### src/rtl/fetch_pkg.sv
// Shared types and constants for the instruction fetch stage.
package fetch_pkg;

    localparam int INSTR_BYTES = 4;
    localparam int FETCH_XLEN  = 32;

    typedef enum logic {
        RUN  = 1'b0,
        HALT = 1'b1
    } fetch_state_t;

    typedef struct packed {
        logic [FETCH_XLEN-1:0] instr;
        logic [FETCH_XLEN-1:0] pc;
    } fetch_entry_t;

endpackage

### src/rtl/sync_fifo.sv
// Single-clock FIFO with synchronous flush; a push into a full FIFO is only
// accepted when a pop frees a slot in the same cycle.
module sync_fifo #(
    parameter int WIDTH = 8,
    parameter int DEPTH = 4
) (
    input  logic                       clk,
    input  logic                       rst_n,
    input  logic                       flush,
    input  logic                       push,
    input  logic [WIDTH-1:0]           push_data,
    input  logic                       pop,
    output logic [WIDTH-1:0]           pop_data,
    output logic [$clog2(DEPTH+1)-1:0] count,
    output logic                       empty,
    output logic                       full
);

    localparam int CW = $clog2(DEPTH + 1);
    localparam int PW = (DEPTH > 1) ? $clog2(DEPTH) : 1;

    logic [WIDTH-1:0] mem [DEPTH];
    logic [PW-1:0]    wr_ptr;
    logic [PW-1:0]    rd_ptr;
    logic             do_push;
    logic             do_pop;

    assign empty    = (count == '0);
    assign full     = (count == CW'(DEPTH));
    assign do_pop   = pop && !empty;
    assign do_push  = push && (!full || do_pop);
    assign pop_data = mem[rd_ptr];

    // Pointers wrap naturally because DEPTH is a power of two.
    always_ff @(posedge clk or negedge rst_n) begin
        if (!rst_n) begin
            wr_ptr <= '0;
            rd_ptr <= '0;
            count  <= '0;
        end else if (flush) begin
            wr_ptr <= '0;
            rd_ptr <= '0;
            count  <= '0;
        end else begin
            if (do_push) wr_ptr <= wr_ptr + PW'(1);
            if (do_pop)  rd_ptr <= rd_ptr + PW'(1);
            case ({do_push, do_pop})
                2'b10:   count <= count + CW'(1);
                2'b01:   count <= count - CW'(1);
                default: count <= count;
            endcase
        end
    end

    always_ff @(posedge clk) begin
        if (do_push && !flush) mem[wr_ptr] <= push_data;
    end

    overflow_check: assert property (@(posedge clk) disable iff (!rst_n)
        !(push && !flush && full && !pop));

endmodule

### src/rtl/fetch_queue.sv
// Instruction fetch stage: owns the PC, issues in-order memory requests under
// a credit limit and buffers returned words with their PCs for the decoder.
module fetch_queue
    import fetch_pkg::*;
#(
    parameter int              XLEN     = 32,
    parameter int              DEPTH    = 4,
    parameter logic [XLEN-1:0] RESET_PC = '0
) (
    input  logic            clk,
    input  logic            rst_n,
    output logic            req_valid,
    input  logic            req_ready,
    output logic [XLEN-1:0] req_addr,
    input  logic            rsp_valid,
    input  logic [XLEN-1:0] rsp_data,
    output logic            out_valid,
    input  logic            out_ready,
    output logic [XLEN-1:0] out_instr,
    output logic [XLEN-1:0] out_pc,
    input  logic            redirect,
    input  logic [XLEN-1:0] redirect_pc,
    input  logic            halt,
    output logic            halted
);

    localparam int CW = $clog2(DEPTH + 1);

    typedef struct packed {
        logic [XLEN-1:0] instr;
        logic [XLEN-1:0] pc;
    } entry_t;

    fetch_state_t    state;
    fetch_state_t    state_next;
    logic [XLEN-1:0] pc;
    logic [CW-1:0]   count;
    logic [CW-1:0]   outstanding;
    logic [CW-1:0]   outstanding_next;
    logic [CW-1:0]   drop;
    logic [CW:0]     in_use;
    logic            req_fire;
    logic            rsp_accept;
    logic            rsp_keep;
    logic            halt_entry;
    logic            flush;
    logic [XLEN-1:0] tag_pc;
    logic [CW-1:0]   tag_count;
    logic            tag_empty;
    logic            tag_full;
    logic            q_empty;
    logic            q_full;
    entry_t          push_entry;
    entry_t          head_entry;

    assign in_use           = {1'b0, count} + {1'b0, outstanding};
    assign req_addr         = pc;
    assign req_fire         = req_valid && req_ready;
    assign rsp_accept       = rsp_valid && (outstanding != '0);
    assign rsp_keep         = rsp_accept && (drop == '0);
    assign halt_entry       = (state == RUN) && halt && !redirect;
    assign flush            = redirect || halt_entry;
    assign outstanding_next = outstanding + CW'(req_fire) - CW'(rsp_accept);

    always_ff @(posedge clk or negedge rst_n) begin
        if (!rst_n) state <= RUN;
        else        state <= state_next;
    end

    always_comb begin
        state_next = state;
        if (redirect)         state_next = RUN;
        else if (halt_entry)  state_next = HALT;
    end

    always_comb begin
        req_valid = 1'b0;
        halted    = 1'b0;
        case (state)
            RUN:     req_valid = (in_use < (CW+1)'(DEPTH));
            HALT:    halted    = 1'b1;
            default: halted    = 1'b0;
        endcase
    end

    // Every request still in flight at a flush becomes stale; stale responses
    // always precede fresh ones, so a single countdown discards them.
    always_ff @(posedge clk or negedge rst_n) begin
        if (!rst_n) begin
            pc          <= RESET_PC;
            outstanding <= '0;
            drop        <= '0;
        end else begin
            outstanding <= outstanding_next;
            if (redirect)      pc <= {redirect_pc[XLEN-1:2], 2'b00};
            else if (req_fire) pc <= pc + XLEN'(INSTR_BYTES);
            if (flush)                          drop <= outstanding_next;
            else if (rsp_accept && drop != '0)  drop <= drop - CW'(1);
        end
    end

    sync_fifo #(
        .WIDTH (XLEN),
        .DEPTH (DEPTH)
    ) u_tag_fifo (
        .clk       (clk),
        .rst_n     (rst_n),
        .flush     (flush),
        .push      (req_fire),
        .push_data (pc),
        .pop       (rsp_keep),
        .pop_data  (tag_pc),
        .count     (tag_count),
        .empty     (tag_empty),
        .full      (tag_full)
    );

    assign push_entry = '{instr: rsp_data, pc: tag_pc};

    sync_fifo #(
        .WIDTH (2*XLEN),
        .DEPTH (DEPTH)
    ) u_instr_queue (
        .clk       (clk),
        .rst_n     (rst_n),
        .flush     (flush),
        .push      (rsp_keep),
        .push_data (push_entry),
        .pop       (out_valid && out_ready),
        .pop_data  (head_entry),
        .count     (count),
        .empty     (q_empty),
        .full      (q_full)
    );

    assign out_valid = !q_empty;
    assign out_instr = head_entry.instr;
    assign out_pc    = head_entry.pc;

    rsp_without_request: assert property (@(posedge clk) disable iff (!rst_n)
        rsp_valid |-> (outstanding != '0));
    tags_track_live_requests: assert property (@(posedge clk) disable iff (!rst_n)
        tag_count == outstanding - drop);
    tag_present_for_kept_rsp: assert property (@(posedge clk) disable iff (!rst_n)
        rsp_keep |-> !tag_empty);
    tag_room_on_fire: assert property (@(posedge clk) disable iff (!rst_n)
        req_fire |-> !tag_full);
    queue_room_on_push: assert property (@(posedge clk) disable iff (!rst_n)
        !(rsp_keep && q_full && !(out_valid && out_ready)));

endmodule
### config.mk
export PLATFORM = sky130hd
export DESIGN_NAME = fetch_queue
export DESIGN_NICKNAME = d
export VERILOG_FILES = /design/src/rtl/fetch_pkg.sv /design/src/rtl/sync_fifo.sv /design/src/rtl/fetch_queue.sv
export SDC_FILE = /design/constraint.sdc
export NUM_CORES = 1
export LEC_CHECK = 0
export CAP_MARGIN = 5
export CORE_MARGIN = 1.5
export CORE_UTILIZATION = 40
export CTS_CLUSTER_DIAMETER = 30
export DETAILED_ROUTE_END_ITERATION = 8
export PLACE_DENSITY = 0.59
export SETUP_SLACK_MARGIN = 0.4
export SYNTH_ARGS = -nofsm -noshare
export SYNTH_HDL_FRONTEND = slang
export SYNTH_HIERARCHICAL = 1
export SYNTH_SLANG_ARGS = --single-unit
### constraint.sdc
create_clock -name clk -period 9.1 [get_ports clk]
set_input_delay 2.73 -clock clk [delete_from_list [all_inputs] [get_ports clk]]
set_output_delay 2.73 -clock clk [all_outputs]
set_load 0.03 [all_outputs]
---- Word level (Yosys, flattened, before mapping) ----
Memory sizes are Yosys's and may differ from the RTL's.
Cells that the tools add are included.
storage, ports and cells
  logic and storage cells ................. 93
  input port bits ......................... 71
  memory bits (writable) .................. 384
  output and inout bits ................... 99
  memories ................................ 2
  register bits after elaboration ......... 53
memories
  memory             words  width  read ports  clocked after memory_dff  wr ports  line             source
  u_instr_queue.mem  4      64     1           0                         1         sync_fifo.sv:22  logic [WIDTH-1:0] mem [DEPTH];
  u_tag_fifo.mem     4      32     1           0                         1         sync_fifo.sv:22
operators by class
  add/sub/neg operators ................... 13
  equality and inequality tests ........... 6
  muxes and demuxes ....................... 24
  bitwise operators ....................... 1
  reduce and logical (&&, ||, !) cells .... 36
  $lt $le $gt $ge ......................... 1
operators with widths
  operator               count
  $mux 32                2
  $add 32x3->32 const B  1
  $mux 2                 8
  $reduce_bool 2->1      7
  $logic_and 1x1->1      13
  $mux 3                 4
  $pmux 3 s2             2
  $reduce_bool 3->1      4
  $logic_not 3->1        3
  $sub 3x1->3 const B    3
  $add 2x1->2 const B    4
  $mux 1                 8
  $add 3x1->3 const B    2
  $eq 3x3->1 const B     2
  $logic_not 1->1        6
  $add 3x3->4            1
  $eq 2x1->1 const B     2
  $eq 2x2->1 const B     2
  $lt 4x3->1 const B     1
  $add 3x1->3            1
  $logic_or 1x1->1       3
  $sub 3x1->3            1
  $not 1->1              1

---- Logic depth before layout (Yosys ltp) ----
Gate-level depths: netlist of run 1.
  word-level depth ........................ 9
  gate-level depth with buffers ........... 14
  depth with buffers taken out ............ 12

---- Hierarchy ----
The synthesis of run 1 kept the hierarchy.
modules (own cells, without submodules)
  module                      area each (um^2)  times used  cells each  seq. area each (um^2)
  sync_fifo at u_instr_queue  9821.9            1           398         7862.5
  sync_fifo at u_tag_fifo     5225.0            1           232         4018.9
  fetch_queue                 2172.1            1           239         925.9

---- Worst setup path after synthesis of run 1 ----
No wires, ideal clock.
  path kind ............................... input to register
  from .................................... input port redirect
  to ...................................... memory u_instr_queue/mem[0][0] (netlist name), enable pin
  stages .................................. 6
  path slack .............................. 3.377 ns
  buffers on the path ..................... 2
  setup time .............................. 0.429 ns
  arrival time ............................ 5.294 ns
  data required time ...................... 8.671 ns
  cell sequence ........................... clkbuf_1 -> a21oi_1 -> inv_1 -> clkbuf_1 -> nor3_1 -> and2_1
between the ends
  cells in the longest elaborated chain, start to end .. 7
RTL lines
  what                            line               source
  start, declared                 fetch_queue.sv:21  input logic redirect,
  $logic_not 1->1                 fetch_queue.sv:61  assign halt_entry = (state == RUN) && halt && !redirect;
  $logic_and 1x1->1               fetch_queue.sv:61
  $logic_or 1x1->1 *              fetch_queue.sv:62  assign flush = redirect || halt_entry;
  net flush                       fetch_queue.sv:46  logic flush;
  $logic_not 1->1 *               sync_fifo.sv:56    if (do_push && !flush) mem[wr_ptr] <= push_data;
  $logic_and 1x1->1 *             sync_fifo.sv:56
  $mux 1 *                        sync_fifo.sv:56
  $mux 1 (implied by the code) *  sync_fifo.sv:56
  end, declared                   sync_fifo.sv:22
The timed path passes the listed nets; every way through them passes the cells marked *.

---- Final worst setup path of run 1 ----
  from .................................... register u_instr_queue.rd_ptr[0]
  to ...................................... output port out_pc[25]
between the ends
  cells in the longest elaborated chain, start to end .. 1
RTL lines
  what                    line               source
  start, declared         sync_fifo.sv:24    logic [PW-1:0] rd_ptr;
  start signal, assigned  sync_fifo.sv:46    if (do_pop) rd_ptr <= rd_ptr + PW'(1);
  $mem_v2 4x64            -
  end, declared           fetch_queue.sv:20  output logic [XLEN-1:0] out_pc,
Every way passes these cells.

==> run_results.csv, run 1 <==
group,metric,value,unit
final_layout,fin_cells,1728,
final_layout,mostFrequentLayoutCell,"edfxtp_1",
routing,drc,0,
critical_path,worst_ep_arrival_time,3.46,ns
final_layout,syn_to_final_growth,31.8,%
pwr,power.total,6.11,mW
routing,antenna_violating_nets_post_route,0,
routing,number_of_vias_after_detailed_routing,8836,
global_routing,grt_util_overall,16.1,%
critical_path,criticalPathCategory,"flip-flop to output port",
floorplanning,chipHeight,210,um
final_layout,drive_above_1_share,25.1,%
pwr,cellPowerDensity,270,mW/mm^2
outcome,result_of_the_run,"complete, no violations",
timing,timing.slew.headroom,38.0,%
clock_network,ctsRootBufferMaster,"clkbuf_16",
routing,detailedRoute.firstPassIterationCount,4,
clock_network,cts_setup_buffers,0,
floorplanning,top_level_ports,170,
routing,routed_wire_length_per_instance,20.0,um
routing,drt-vias-per-instance,5.11,
clock_network,tritoncts,"done",
placed_design,place.gp.congestion,0.735,
synthesis,synthesis.yosys.warnings,6,
timing,crit_share_post_route,68.1,%
synthesis,synthesis.area,0.0172,sq mm
timing,slew_violations,0,
global_routing,grt_first_pass_wirelength,53900,um
critical_path,timing.critical_path.to_type,"output port",
global_routing,maximum_number_of_pins_on_one_net_before_global_route_repair,56,
clock_network,insertion_delay,0.60,ns
timing,timing.setup.tns,0,ns
clock_network,clock_buffer_depth,3,
global_routing,first_global_vias,9257,
global_routing,grt_antenna_before_repair,0,
floorplanning,die_area,0.0443,sq mm
synthesis,syn-mean-instance-area,19.8,sq um
pwr,ir_drop,0.141,mV
timing,hold_viol_final,0,
final_layout,n_antenna_cell,0,
final_layout,layout.cells.most_common_list,"edfxtp_1 (384), clkdlybuf4s50_1 (164), clkbuf_16 (99)",
placed_design,place_hpwl,19800,um
clock_network,htreeDepth,3,
placed_design,port_buffers,165,
routing,detail_route.iter0.violations,642,
clock_network,clkSlewWorstSetupHoldPaths,0.04,ns
floorplanning,dieWidth,210,um
synthesis,synthCells,867,
timing,worst_slew_pin_slew,0.930,ns
pwr,cellLeakagePower,7.66,nW
floorplanning,initial_utilization,40.7,%
floorplanning,coreArea,0.0422,sq mm
timing,post-route-min-period,6.19,ns
timing,rsz0062_at_grt,"no",
clock_network,clock-sinks,435,
routing,finalWirelength,34600,um
final_layout,finalNetCount,1195,
timing,fmax,161,MHz
clock_network,number_of_buffers_created_by_cts,96,
critical_path,cp_max_fo,42,
timing,final-setup-viol-count,0,
run,maxCapViolCount,0,
worst_hold_path,hold_path.class,"flip-flop to flip-flop",
clock_network,number_of_buffers_added_to_fix_hold_violations_after_cts,0,
timing,worst_clock_skew,0.0170,ns
critical_path,worst_setup_path_start_kind,"flip-flop",
global_routing,grt.overflow.total,0,
timing,hold_slack,0.579,ns
floorplanning,placement_rows,75,
critical_path,critPathRequiredTime,6.37,ns
final_layout,utilization,53.7,%
placed_design,place_inst,1547,
clock_network,resize_count_post_cts,0,
[per-stage QoR]
stage          setup slack (ns)  area [sq um]
2_1_floorplan              3.38         17200
3_3_place_gp               2.67         19300
3_5_place_dp               2.68         19300
4_1_cts                    2.73         22700
5_1_grt                    2.62         22700
6_report                   2.91         22700
[where the power goes]
| group | internal [mW] | total, mW | leakage [nW] | switching, mW |
|---|---|---|---|---|
| Sequential | 2.24 | 2.30 | 4.09 | 0.0595 |
| Combinational | 0.148 | 0.337 | 1.94 | 0.189 |
| Clock | 2.38 | 3.48 | 1.63 | 1.10 |
[worst max-delay path, stage by stage (launching register included)]
cell and delay (ns):
dfrtp_4 0.75, buf_4 0.81, mux4_2 0.60, clkdlybuf4s50_1 0.65
[area by class of cell]
cell class / count / area, sq um
fillers: 3297 / 19500
flip-flops and latches: 435 / 12800
multi-input cells: 375 / 4030
clock buffers: 112 / 2540
repair buffers: 179 / 1750
clock inverters: 69 / 797
well taps: 539 / 674
inverters: 19 / 72.6
[sequential cells by signal, summed over array words and instances, names as in the netlist]
signal and flops:
u_tag_fifo/count 3, req_addr 30, u_tag_fifo/wr_ptr 2, state 1, u_tag_fifo/mem 128, drop 3, u_instr_queue/rd_ptr 2, u_instr_queue/wr_ptr 2
u_instr_queue/mem 256, u_instr_queue/count 3, outstanding 3, u_tag_fifo/rd_ptr 2
[routing by layer]
layer | vias to the layer above | part of all wire (%) | GRT usage (%)
li1 | 4005 | - | -
met1 | 4534 | 46 | 22.6
met2 | 250 | 47 | 24.7
met3 | 47 | 5.3 | 3.40
met4 | 0 | 1.8 | 6.48
met5 | - | 0 | 0
[path summary, 6_finish.rpt]
check	from	to	depth (start not counted)	slack, ns
max in group asynchronous	rst_n	u_instr_queue/rd_ptr[0]$_DFFE_PN0P_	2	6.33
worst max-delay path	u_instr_queue/rd_ptr[0]$_DFFE_PN0P_	out_pc[25]	3	2.91
worst max register to register	u_instr_queue/count[1]$_DFFE_PN0P_	u_instr_queue/mem[3][54]$_DFFE_PP_	6	5.53
min in group asynchronous	rst_n	outstanding[0]$_DFF_PN0_	2	2.26
worst min register to register	drop[0]$_DFFE_PN0P_	drop[0]$_DFFE_PN0P_	2	0.58
worst min-delay path	drop[0]$_DFFE_PN0P_	drop[0]$_DFFE_PN0P_	2	0.58
No activity file was read; power rests on OpenSTA's default activity.
==> run 2, diff against run 1 <==
--- a/config.mk
+++ b/config.mk
@@ -10,7 +10,7 @@
 export CORE_UTILIZATION = 40
 export CTS_CLUSTER_DIAMETER = 30
 export DETAILED_ROUTE_END_ITERATION = 8
-export PLACE_DENSITY = 0.59
+export PLACE_DENSITY = 0.62
 export SETUP_SLACK_MARGIN = 0.4
 export SYNTH_ARGS = -nofsm -noshare
 export SYNTH_HDL_FRONTEND = slang
==> constraint.sdc (replaced) <==
create_clock -name clk -period 5 [get_ports clk]
set_input_delay 1.5 -clock clk [delete_from_list [all_inputs] [get_ports clk]]
set_output_delay 1.5 -clock clk [all_outputs]
set_load 0.03 [all_outputs]
==> run 2 against run 1 <==
  * Register-to-register slack got worse by 3.8 ns
  * Sequential cell count did not move
  * Critical path depth did not move
  * Die area did not move
  * Sequential power rose by 82%
  * Routed wire length fell by 0.51%
  * First-iteration DRC count fell by 12%
  * Largest cell class unchanged
  * Largest power group unchanged
==> run_results.csv, run 2 (synthesis results as in run 1) <==
group,metric,value,unit
worst_hold_path,hold_path.class,"flip-flop to flip-flop",
clock_network,clock-sinks,435,
placed_design,port_buffers,165,
routing,detailedRoute.firstPassIterationCount,5,
critical_path,timing.critical_path.to_type,"output port",
clock_network,number_of_buffers_added_to_fix_hold_violations_after_cts,0,
final_layout,fin_cells,1723,
clock_network,number_of_buffers_created_by_cts,89,
critical_path,criticalPathCategory,"flip-flop to output port",
placed_design,place.gp.congestion,0.747,
pwr,cellLeakagePower,7.50,nW
final_layout,utilization,53.2,%
floorplanning,dieWidth,210,um
timing,post-route-min-period,4.36,ns
final_layout,layout.cells.most_common_list,"edfxtp_1 (384), clkdlybuf4s50_1 (164), mux4_2 (96)",
critical_path,critPathLaunch,"u_instr_queue/rd_ptr[0]$_DFFE_PN0P_",
final_layout,filler_cell_count,3299,
pwr,cellPowerDensity,458,mW/mm^2
routing,number_of_vias_after_detailed_routing,8732,
placed_design,place_hpwl,20300,um
floorplanning,top_level_ports,170,
clock_network,cts_setup_buffers,0,
clock_network,htreeDepth,3,
placed_design,place_inst,1557,
global_routing,grt_first_pass_wirelength,53600,um
floorplanning,placement_rows,75,
timing,timing.slew.headroom,40.9,%
routing,antenna_violating_nets_post_route,0,
global_routing,grt_util_overall,16.1,%
floorplanning,coreArea,0.0422,sq mm
final_layout,drive_above_1_share,24.2,%
routing,drt-vias-per-instance,5.07,
critical_path,critPathRequiredTime,3.50,ns
clock_network,ctsRootBufferMaster,"clkbuf_16",
routing,drc,0,
run,maxCapViolCount,0,
floorplanning,chipHeight,210,um
timing,fmax,230,MHz
routing,detail_route.iter0.violations,563,
placed_design,place_area,0.0196,sq mm
global_routing,first_global_vias,9379,
timing,rsz0062_at_grt,"no",
final_layout,n_antenna_cell,0,
final_layout,largest_reg_flops,256,
timing,hold_viol_final,0,
clock_network,clock_buffer_depth,3,
timing,final-setup-viol-count,0,
clock_network,clkSlewWorstSetupHoldPaths,0.04,ns
timing,timing.setup.tns,0,ns
final_layout,layout.cell_area.non_filler,0.0225,sq mm
timing,worst_slew_pin_slew,0.887,ns
timing,hold_slack,0.571,ns
timing,worst_clock_skew,0.0184,ns
critical_path,cp_max_fo,24,
routing,finalWirelength,34400,um
timing,slew_violations,0,
placed_design,pre_cts_slack,0.575,ns
global_routing,maximum_number_of_pins_on_one_net_before_global_route_repair,55,
final_layout,mostFrequentLayoutCell,"edfxtp_1",
critical_path,reg2reg_from,"u_instr_queue/count[1]$_DFFE_PN0P_",
final_layout,finalNetCount,1198,
final_layout,syn_to_final_growth,30.6,%
timing,crit_share_post_route,87.1,%
clock_network,insertion_delay,0.59,ns
critical_path,worst_ep_arrival_time,2.86,ns
final_layout,largest-register,"u_instr_queue/mem",
clock_network,resize_count_post_cts,0,
final_layout,final-seq-area,0.0128,sq mm
global_routing,grt.overflow.total,0,
routing,routed_wire_length_per_instance,20.0,um
final_layout,area_occupied_by_multi_input_gates,0.00403,sq mm
floorplanning,initial_utilization,40.7,%
critical_path,worst_setup_path_start_kind,"flip-flop",
pwr,ir_drop,0.233,mV
worst_hold_path,timing.hold.worst.start,"outstanding[0]$_DFF_PN0_",
pwr,power.total,10.3,mW
outcome,result_of_the_run,"complete, no violations",
global_routing,grt_antenna_before_repair,0,
floorplanning,die_area,0.0443,sq mm
clock_network,tritoncts,"done",
timing,worst_slack_setup_final,0.643,ns
## run 2: cell types whose count changed in the layout (fill, tap and decap cells not counted), moves of 3 or more
cell / previous run / this run
buf_4: 14 / 11
bufinv_16: 13 / 5
inv_6: 6 / 3
clkbuf_16: 99 / 91
clkinvlp_4: 9 / 14
buf_12: 0 / 13
inv_8: 3 / 0
clkinv_1: 4 / 11
clkbuf_8: 1 / 4
clkinv_2: 28 / 18
## run 2: path summary, 6_finish.rpt
| check | endpoint | slack, ns | cells past startpoint |
|---|---|---|---|
| setup / recovery | out_pc[27] | 0.64 | 3 |
| hold / removal | outstanding[0]$_DFF_PN0_ | 0.57 | 1 |
| setup reg to reg | u_tag_fifo/count[2]$_DFFE_PN0P_ | 1.77 | 11 |
| hold reg to reg | outstanding[0]$_DFF_PN0_ | 0.57 | 1 |
| max in group asynchronous | u_instr_queue/rd_ptr[0]$_DFFE_PN0P_ | 3.44 | 2 |
| min in group asynchronous | outstanding[0]$_DFF_PN0_ | 1.05 | 2 |
## run 2: routing by layer
layer | vias to the layer above | share of wire [%] | wire, um | track usage (%)
li1 | 4016 | - | - | -
met4 | 0 | 1.8 | 611 | 6.01
met2 | 241 | 48 | 16400 | 25.5
met3 | 47 | 5.2 | 1790 | 3.49
met5 | - | 0 | 0 | 0
met1 | 4428 | 45 | 15600 | 22.1
## run 2: layout make-up
type,instances,share of cell area [%]
well taps,539,3.00
inverters,19,0.323
repair buffers,189,8.85
clock buffers,108,10.6
clock inverters,58,2.24
flip-flops and latches,435,57.0
multi-input cells,375,17.9
## run 2: worst max-delay path: stages, from the launching register on
cell	delay, ns
dfrtp_4	0.73
buf_12	0.30
mux4_2	0.54
clkdlybuf4s50_1	0.67
## run 2: where the power goes
group | switching (mW) | internal (mW)
Clock | 1.84 | 3.64
Sequential | 0.104 | 4.08
Combinational | 0.344 | 0.277
==> RTL edit (config.mk and constraints of run 2) <==
`DEPTH` is set to 4 in 2 places; all go to 2.
--- a/src/rtl/sync_fifo.sv
+++ b/src/rtl/sync_fifo.sv
@@ -2,7 +2,7 @@
 // accepted when a pop frees a slot in the same cycle.
 module sync_fifo #(
     parameter int WIDTH = 8,
-    parameter int DEPTH = 4
+    parameter int DEPTH = 2
 ) (
     input  logic                       clk,
     input  logic                       rst_n,
--- a/src/rtl/fetch_queue.sv
+++ b/src/rtl/fetch_queue.sv
@@ -4,7 +4,7 @@
     import fetch_pkg::*;
 #(
     parameter int              XLEN     = 32,
-    parameter int              DEPTH    = 4,
+    parameter int              DEPTH    = 2,
     parameter logic [XLEN-1:0] RESET_PC = '0
 ) (
     input  logic            clk,
Behaviour: not the same (a bounded check fails within 4 cycles, from zero or initial values and one cycle with rst_n low).
==> RTL edit against run 2 <==
Non-clock buffer count decreased by 16. Final area decreased by 41%. Wire length shrank 42%. Utilization up 1.9 points. Worst setup slack improved by 7.6 ps. First-iteration DRC count down 47%. Total power fell by 44%. Sequential cell count is 200 lower. Synthesized cell count down 31%. Critical path depth rose by 2. Register-to-register slack worse by 130 ps. Via count fell by 33%. Final cell count shrank 33%. Area after synthesis decreased by 43%. Highest routed layer unchanged.
==> RTL edit: results (changes against run 2) <==
** GRT
- The wire length of the first global-routing pass came to 31700 µm (-41%).
- The total track usage came to 0.158 (-0.00305).
- The met1 usage came to 0.204 (-0.0163).
- Met2 track utilization from global routing :: 0.264 (+0.00906)
- Via count of the first global-routing pass :: 5954 (-37%)
- Pin count of the biggest net entering global routing :: 65 (+18%)

** Worst setup path
- Reg2reg path depth :: 7 (-4)
- Max Fanout on Critical Path :: 9 (-63%)
- The slowest stage of the critical path belongs to the cell sky130_fd_sc_hd__clkdlybuf4s50_1.
- The arrival time of data at the critical path endpoint was 2850 ps (about the same).
- Worst stage delay on the critical path :: 670 ps (-60 ps)

** Detailed routing
- The average wire per standard cell is 17.4 µm (-13%).
- Drt pass-1 iters :: 4 (-1)
- The routed length on met3 was 1070 µm (-40%).
- Via count normalized by instance count :: 5.03 (-0.74%)
- The length of routed wiring on met1 is 8740 µm (-44%).
- Met2 routed wirelength :: 9810 µm (-40%)
- First-iteration detailed-routing DRC count :: 297 (-47%)

** Layout
- Number of buffers outside the clock class in the layout :: 173 (-8.5%)
- The share of post-route cells with drive strength above 1 was 0.232 (-0.00930).
- Non-clock buffers, area share :: 0.133 (+0.0442)
- Nets :: 874 (-27%)
- Share of the final layout cell area in multi-input gates :: 0.210 (+0.0304)
- Area of all sequential standard cells :: 6850 µm² (-47%)
- The non-clock inverter count in the final layout was 15 (-4).
- Number of combinational gates with multiple inputs :: 330 (-12%)
- Flip-flop count of the largest register after layout :: 128 (-50%)
- Clock-cell share of area :: 0.109 (-0.0191)
- The filler cell count came to 1944 (-41%).

** Clock network
- Post-CTS resize count :: 0 (unchanged)
- The clock latency of the later-clocked register in the worst-skew pair came to 510 ps (-80 ps).
- The CTS sink count was 235 (-46%).
- The clock buffer count from CTS was 43 (-52%).
- Count of H-tree levels built during CTS :: 2 (-1)

** Pwr
- Standby leakage power :: 0.00467 µW (-38%)
- The largest voltage drop on the vdd net was 0.217 mV (-6.5%).

** Min path
- The worst hold path belongs to the class reg2reg.
- The worst hold path cell count was 2 (+1).

** STA
- Transition time at the pin with the least slew margin :: 979 ps (+92.5 ps)
- The maximum clock skew at final layout came to 13.1 ps (-5.29 ps).

** Run status
- The run finished with clean final reports.

** Place
- Final estimated routing congestion in global placement :: 0.809 (+8.2%)
- Detail Placement HPWL :: 12900 µm (-36%)
## RTL edit: per-stage QoR
step                      hold slack [ps]  setup WS [ps]  std cells  instance area, µm²  utilization
final                                 549            651       1155               13300        0.551
after global routing                  576            541       1155               13300        0.551
after CTS                             546            636       1155               13300        0.551
after detailed placement              530            783       1077               11900        0.491
after global placement                526            825       1077               11900        0.491
after floorplan                       508            735        605                9860            -
## RTL edit: path summary, 6_finish.rpt
kind                                          to  slack, ps                   start
max in group asynchronous   u_instr_queue/rd_ptr       3110                   rst_n
min in group asynchronous           req_addr[24]       1150                   rst_n
max reg2reg                u_tag_fifo/mem[1][26]       1640  u_instr_queue/count[0]
min                            u_tag_fifo/rd_ptr        550       u_tag_fifo/rd_ptr
max                                    req_valid        650  u_instr_queue/count[0]
min reg2reg                    u_tag_fifo/rd_ptr        550       u_tag_fifo/rd_ptr
## RTL edit: power by group
group	switching, µW	internal (µW)	leakage (µW)
sequential	95.9	2240	0.00224
clock	995	1850	0.000706
combinational	342	290	0.00172
